### config.mk
export PLATFORM = sky130hd
export DESIGN_NAME = vga_rect_fill
export DESIGN_NICKNAME = d
export VERILOG_FILES = /design/src/rtl/vga_rect_fill.sv
export SDC_FILE = /design/constraint.sdc
export NUM_CORES = 1
export LEC_CHECK = 0
export CORE_MARGIN = 8
export CORE_UTILIZATION = 48
export CTS_BUF_LIST = sky130_fd_sc_hd__clkbuf_16
export CTS_CLUSTER_DIAMETER = 40
export DETAILED_ROUTE_END_ITERATION = 10
export PLACE_DENSITY = 0.68
export SETUP_SLACK_MARGIN = 0.02
export SYNTH_ARGS = -nofsm -noshare
export SYNTH_HDL_FRONTEND = slang
export SYNTH_SLANG_ARGS = --single-unit
### constraint.sdc
create_clock -name clock_100_mhz -period 3.75 [get_ports clock_100_mhz]
set_input_delay 0.5625 -clock clock_100_mhz [delete_from_list [all_inputs] [get_ports clock_100_mhz]]
set_output_delay 0.5625 -clock clock_100_mhz [all_outputs]
set_load 0.005 [all_outputs]
### src/rtl/vga_rect_fill.sv
`default_nettype none
// ============================================================================
//  Module   : vga_rect_fill
//  Purpose  : Fills a clipped rectangle of pixel pairs in the 640x480x16
//             framebuffer through the controller's byte-wide memory port.
//  Revision : 1.0
// ============================================================================

module vga_rect_fill #(
    parameter int unsigned VMEM_START  = 0,
    parameter logic [25:0] PARK_ADDR   = 26'h3FFFFFF,
    parameter int unsigned LINE_BYTES  = 512,
    parameter int unsigned LINE_OFFSET = 4
) (
    input  logic        clock_100_mhz,
    input  logic        reset_n,
    input  logic        cmd_valid,
    output logic        cmd_ready,
    input  logic [8:0]  cmd_x,
    input  logic [8:0]  cmd_y,
    input  logic [8:0]  cmd_w,
    input  logic [8:0]  cmd_h,
    input  logic [3:0]  cmd_color,
    output logic        done,
    output logic [25:0] mem_address,
    output logic        mem_we,
    output logic [7:0]  mem_data,
    input  logic        mem_ready
);

    localparam logic [25:0] c_base_addr  = 26'(2 * VMEM_START + LINE_OFFSET);
    localparam logic [25:0] c_line_bytes = 26'(LINE_BYTES);
    localparam logic [9:0]  c_x_limit    = 10'd320;
    localparam logic [9:0]  c_y_limit    = 10'd480;

    typedef enum logic [2:0] {
        S_IDLE      = 3'd0,
        S_CHECK     = 3'd1,
        S_PARK      = 3'd2,
        S_ISSUE     = 3'd3,
        S_ACK       = 3'd4,
        S_DONE_WAIT = 3'd5,
        S_NEXT      = 3'd6,
        S_FINISH    = 3'd7
    } state_t;

    state_t      state_q, state_d;
    logic [9:0]  x_start_q, x_start_d;
    logic [9:0]  col_q, col_d;
    logic [9:0]  row_q, row_d;
    logic [9:0]  x_end_q, x_end_d;
    logic [9:0]  y_end_q, y_end_d;
    logic [3:0]  color_q, color_d;
    logic        empty_q, empty_d;
    logic        park_q, park_d;
    logic [25:0] mem_address_q, mem_address_d;
    logic        mem_we_q, mem_we_d;
    logic [7:0]  mem_data_q, mem_data_d;

    logic [9:0]  w_x_sum;
    logic [9:0]  w_y_sum;
    logic [9:0]  w_x_end;
    logic [9:0]  w_y_end;
    logic        w_empty;
    logic [9:0]  w_col_inc;
    logic [9:0]  w_row_inc;
    logic [25:0] w_target;

    // Clipping is done in 10 bits so x+w / y+h cannot overflow.
    assign w_x_sum   = {1'b0, cmd_x} + {1'b0, cmd_w};
    assign w_y_sum   = {1'b0, cmd_y} + {1'b0, cmd_h};
    assign w_x_end   = (w_x_sum > c_x_limit) ? c_x_limit : w_x_sum;
    assign w_y_end   = (w_y_sum > c_y_limit) ? c_y_limit : w_y_sum;
    assign w_empty   = (cmd_w == 9'd0) || (cmd_h == 9'd0) ||
                       ({1'b0, cmd_x} >= c_x_limit) || ({1'b0, cmd_y} >= c_y_limit);
    assign w_col_inc = col_q + 10'd1;
    assign w_row_inc = row_q + 10'd1;
    assign w_target  = c_base_addr + (26'(row_q) * c_line_bytes) + 26'(col_q);

    assign mem_address = mem_address_q;
    assign mem_we      = mem_we_q;
    assign mem_data    = mem_data_q;

    always_ff @(posedge clock_100_mhz or negedge reset_n) begin
        if (!reset_n) begin
            state_q       <= S_IDLE;
            x_start_q     <= '0;
            col_q         <= '0;
            row_q         <= '0;
            x_end_q       <= '0;
            y_end_q       <= '0;
            color_q       <= '0;
            empty_q       <= 1'b0;
            park_q        <= 1'b0;
            mem_address_q <= '0;
            mem_we_q      <= 1'b0;
            mem_data_q    <= '0;
        end else begin
            state_q       <= state_d;
            x_start_q     <= x_start_d;
            col_q         <= col_d;
            row_q         <= row_d;
            x_end_q       <= x_end_d;
            y_end_q       <= y_end_d;
            color_q       <= color_d;
            empty_q       <= empty_d;
            park_q        <= park_d;
            mem_address_q <= mem_address_d;
            mem_we_q      <= mem_we_d;
            mem_data_q    <= mem_data_d;
        end
    end

    always_comb begin
        state_d       = state_q;
        x_start_d     = x_start_q;
        col_d         = col_q;
        row_d         = row_q;
        x_end_d       = x_end_q;
        y_end_d       = y_end_q;
        color_d       = color_q;
        empty_d       = empty_q;
        park_d        = park_q;
        mem_address_d = mem_address_q;
        mem_we_d      = mem_we_q;
        mem_data_d    = mem_data_q;
        cmd_ready     = 1'b0;
        done          = 1'b0;

        case (state_q)
            S_IDLE: begin
                cmd_ready = 1'b1;
                if (cmd_valid) begin
                    x_start_d = {1'b0, cmd_x};
                    col_d     = {1'b0, cmd_x};
                    row_d     = {1'b0, cmd_y};
                    x_end_d   = w_x_end;
                    y_end_d   = w_y_end;
                    color_d   = cmd_color;
                    empty_d   = w_empty;
                    state_d   = S_CHECK;
                end
            end
            S_CHECK: begin
                // The controller only starts on an address change, so a first
                // target equal to the held address needs a dummy read first.
                if (empty_q) begin
                    state_d = S_FINISH;
                end else if (w_target == mem_address_q) begin
                    state_d = S_PARK;
                end else begin
                    state_d = S_ISSUE;
                end
            end
            S_PARK: begin
                mem_address_d = PARK_ADDR;
                mem_we_d      = 1'b0;
                park_d        = 1'b1;
                state_d       = S_ACK;
            end
            S_ISSUE: begin
                mem_address_d = w_target;
                mem_we_d      = 1'b1;
                mem_data_d    = {color_q, color_q};
                park_d        = 1'b0;
                state_d       = S_ACK;
            end
            S_ACK: begin
                if (!mem_ready) begin
                    state_d = S_DONE_WAIT;
                end
            end
            S_DONE_WAIT: begin
                if (mem_ready) begin
                    state_d = park_q ? S_ISSUE : S_NEXT;
                end
            end
            S_NEXT: begin
                if (w_col_inc >= x_end_q) begin
                    if (w_row_inc >= y_end_q) begin
                        state_d = S_FINISH;
                    end else begin
                        col_d   = x_start_q;
                        row_d   = w_row_inc;
                        state_d = S_ISSUE;
                    end
                end else begin
                    col_d   = w_col_inc;
                    state_d = S_ISSUE;
                end
            end
            S_FINISH: begin
                done    = 1'b1;
                state_d = S_IDLE;
            end
            default: begin
                state_d = S_IDLE;
            end
        endcase
    end

endmodule

`default_nettype wire

==> impl_metrics.py, run 1 <==
metrics = {
    "run_status": {
        "status": "complete, no violations",
    },
    "clocking": {
        "htreeDepth": 3,
        "cts_setup_buffers": 0,
        "cts_buffers": 9,
        "cts_sinks": 83,
        "holdBufCountCts": 0,
        "cts_tree": "done",
        "cts.clk_slew.worst_paths_ns": 0.06,
        "cts_buffer_depth": 2,
        "cts_resized": 0,
        "root_buffer": "clkbuf_16",
        "clk-insertion-delay-late_ns": 0.35,
    },
    "floorplan": {
        "die_w_um": 130,
        "dieArea_um2": 16900,
        "initial_utilization_pct": 49.3,
        "die_h_um": 130,
        "rows": 41,
        "io-pin-count": 81,
        "core_um2": 12600,
    },
    "logic_synthesis": {
        "synth_fa_ha_area_share_pct": 9.29,
        "ys_seq_area_share_pct": 33.4,
        "yosysTopAreaCell": "dfrtp_1",
        "syn_area_um2": 6220,
        "yosys.area_share.simple_pct": 17.4,
        "ys_types": 68,
        "synth_nets": 798,
        "synth_mux_area_share_pct": 5.79,
        "async_reset_ff_share_pct": 100,
        "synthFlopType": "dfrtp_1",
        "synthDominantCellAreaShare_pct": 33.4,
        "synth_cells": 709,
        "yosysWarningCount": 0,
        "synth_area_per_cell_um2": 8.78,
        "synth_edf_count": 0,
        "synthTopCellsByArea": "dfrtp_1 (33%), ha_1 (8.6%), nand2_1 (5.5%)",
        "synthXorXnorAreaFrac_pct": 8.49,
        "synth_compound_area_share_pct": 19.2,
        "ys_ff_latch": 83,
        "synth_top_family_by_area": "compound AO/OA/AOI/OAI gates",
    },
    "worst_setup_path": {
        "critPathTopFamily": "compound AO/OA/AOI/OAI gates",
        "r2r_slack_ns": 0.30,
        "cpPeakStageDelay_ns": 0.62,
        "r2r_end": "row_q[4]$_DFFE_PN0P_",
        "end_kind": "register",
        "worstSetupPathType": "register to register",
        "reg2reg_from": "col_q[2]$_DFFE_PN0P_",
        "critical_path.slowest_cell": "a2111oi_0",
        "crit_arrival_ns": 3.68,
        "required_ns": 3.98,
        "r2r_cells": 12,
        "crit_buf_inv": 1,
        "worstPathMaxFanout": 9,
        "setup.worst_path.start_class": "register",
        "crit_chain": "ha_1, and3_1, nand4_1, xnor2_1, ha_1, nand2_1, o21ai_0, a2111oi_0, a211oi_2, buf_4, a21oi_1, a21oi_1",
    },
    "drt": {
        "routed_via_density": 5.71,
        "drtPass1Iterations": 5,
        "ant_nets": 0,
        "route.detailed.drc": 0,
        "wl_per_cell_um": 17.5,
        "dr.first_iter.drc_count": 375,
        "vias": 5372,
        "wirelength_um": 16400,
    },
    "final_layout": {
        "diodes": 0,
        "layout.nets": 854,
        "drive_above_1_share_pct": 7.41,
        "area_growth_pct": 18.4,
    },
    "sta": {
        "setup_tns_ns": 0,
        "worstMarginPinSlew_ns": 0.784,
        "whs_ns": 0.306,
        "grt_setup_unrepaired": "no",
        "slew_viol_final": 0,
        "finalCriticalPeriod_ns": 3.45,
        "final-hold-violation-count": 0,
        "setup_viol": 0,
        "finalClockSkew_ns": 0.00847,
        "period_share_pct": 91.9,
        "fmaxAchievable_ghz": 0.290,
        "relSlewSlack_pct": 47.1,
    },
    "global_route": {
        "grt.overflow.total": 0,
        "grt_pass1_wl_um": 26700,
        "first_global_vias": 5278,
        "grt_usage_pct": 20.0,
        "grt_max_degree": 61,
        "antenna_found_initial": 0,
    },
    "pwr": {
        "leakagePower_nw": 3.18,
        "power.density_nw_per_um2": 803,
        "worst_ir_drop_vdd_mv": 0.289,
    },
    "place": {
        "gp_congestion": 0.934,
        "dp_hpwl_um": 12800,
        "io_buffers": 80,
    },
    "run": {
        "maxCapViolations": 0,
    },
    "worst_hold_path": {
        "hold_path.class": "input port to asynchronous set/reset pin",
    },
}
[worst max-delay path by stage]
| stage | start | endpoint | slack, ns | cells after the start |
|---|---|---|---|---|
| 6_report | col_q[2]$_DFFE_PN0P_ | row_q[4]$_DFFE_PN0P_ | 0.30 | 12 |
| 5_1_grt | col_q[2]$_DFFE_PN0P_ | row_q[6]$_DFFE_PN0P_ | 0.03 | 12 |
| 4_1_cts | row_q[1]$_DFFE_PN0P_ | col_q[7]$_DFFE_PN0P_ | 0.21 | 11 |
| 3_5_place_dp | row_q[1]$_DFFE_PN0P_ | col_q[8]$_DFFE_PN0P_ | 0.24 | 11 |
| 3_3_place_gp | row_q[1]$_DFFE_PN0P_ | col_q[2]$_DFFE_PN0P_ | 0.36 | 12 |
| 2_1_floorplan | col_q[3]$_DFFE_PN0P_ | col_q[1]$_DFFE_PN0P_ | 0.77 | 13 |
[flip-flops by register name, indices dropped and copies added, names as in the netlist, 3 cells and up]
signal / flops
mem_address: 21
y_end_q: 10
row_q: 10
col_q: 10
x_start_q: 9
mem_data: 4
state_q: 3
x_end_q: 10
color_q: 4
[cells in the mapped netlist, drive strengths merged, types with 15 or more instances]
cell type	number
nand3	15
o21ai	41
inv	41
buf	25
nand2	91
xnor2	31
xor2	24
clkbuf	22
nor3	15
ha	43
a21oi	38
mux2	16
dfrtp	83
nor2	42
mux2i	18
[routing by layer]
layer	wire, um	global-route usage (%)
met1	7590	26.2
met2	7790	33.1
met3	816	3.22
met4	225	6.49
met5	0	0
[kinds of logic after synthesis]
logic type	Yosys count
flip-flops	83
adder cells (fa/ha/maj)	45
buffers and inverters	88
AND/OR/NAND/NOR	225
XOR/XNOR	57
AO/OA/AOI/OAI	177
multiplexers	34
[stage by stage]
stage               setup slack [ns]  utilization (%)  std cells  total power [mW]  instance area, um^2
CTS                            0.208             58.3        941              5.92                 7360
floorplan                      0.772                -        709              4.02                 6220
detailed placement             0.242             56.1        926              5.03                 7080
global route                  0.0305             58.4        941              6.40                 7370
finish                         0.304             58.4        941              5.92                 7370
global placement               0.364             56.1        926              4.96                 7080
[final cells by class]
class	count	area, um^2
Multi-Input combinational cell	538	3750
Clock inverter	6	57.6
Clock buffer	9	225
Fill cell	1165	5250
Inverter	41	154
Sequential cell	83	2080
Tap cell	172	215
Timing Repair Buffer	92	888
[power by group]
part,internal (mW),switching [mW]
clock network,0.506,0.355
logic,1.58,1.67
registers,1.30,0.511
total,3.38,2.54
[cell usage in the layout (no fill, tap or decap), types with 24 or more instances in the layout]
cell type / instances
clkdlybuf4s50_1: 79
nor2_1: 42
ha_1: 43
nand2_1: 91
dfrtp_1: 83
o21ai_0: 41
a21oi_1: 36
xor2_1: 24
xnor2_1: 31
inv_1: 41
Power figures use the tool's default switching activity.
==> run 2, diff against run 1 <==
Settings changed: CTS_CLUSTER_SIZE from default to 25.
==> results of run 2 <==
The final DEF is identical to that of run 1; final timing and power are the same.
==> run 3, diff against run 2 <==
Settings changed: SETUP_SLACK_MARGIN 0.02 to default, SKIP_CTS_REPAIR_TIMING from default to 1.
==> results of run 3 <==
The final DEF is identical to that of run 1; final timing and power are the same.
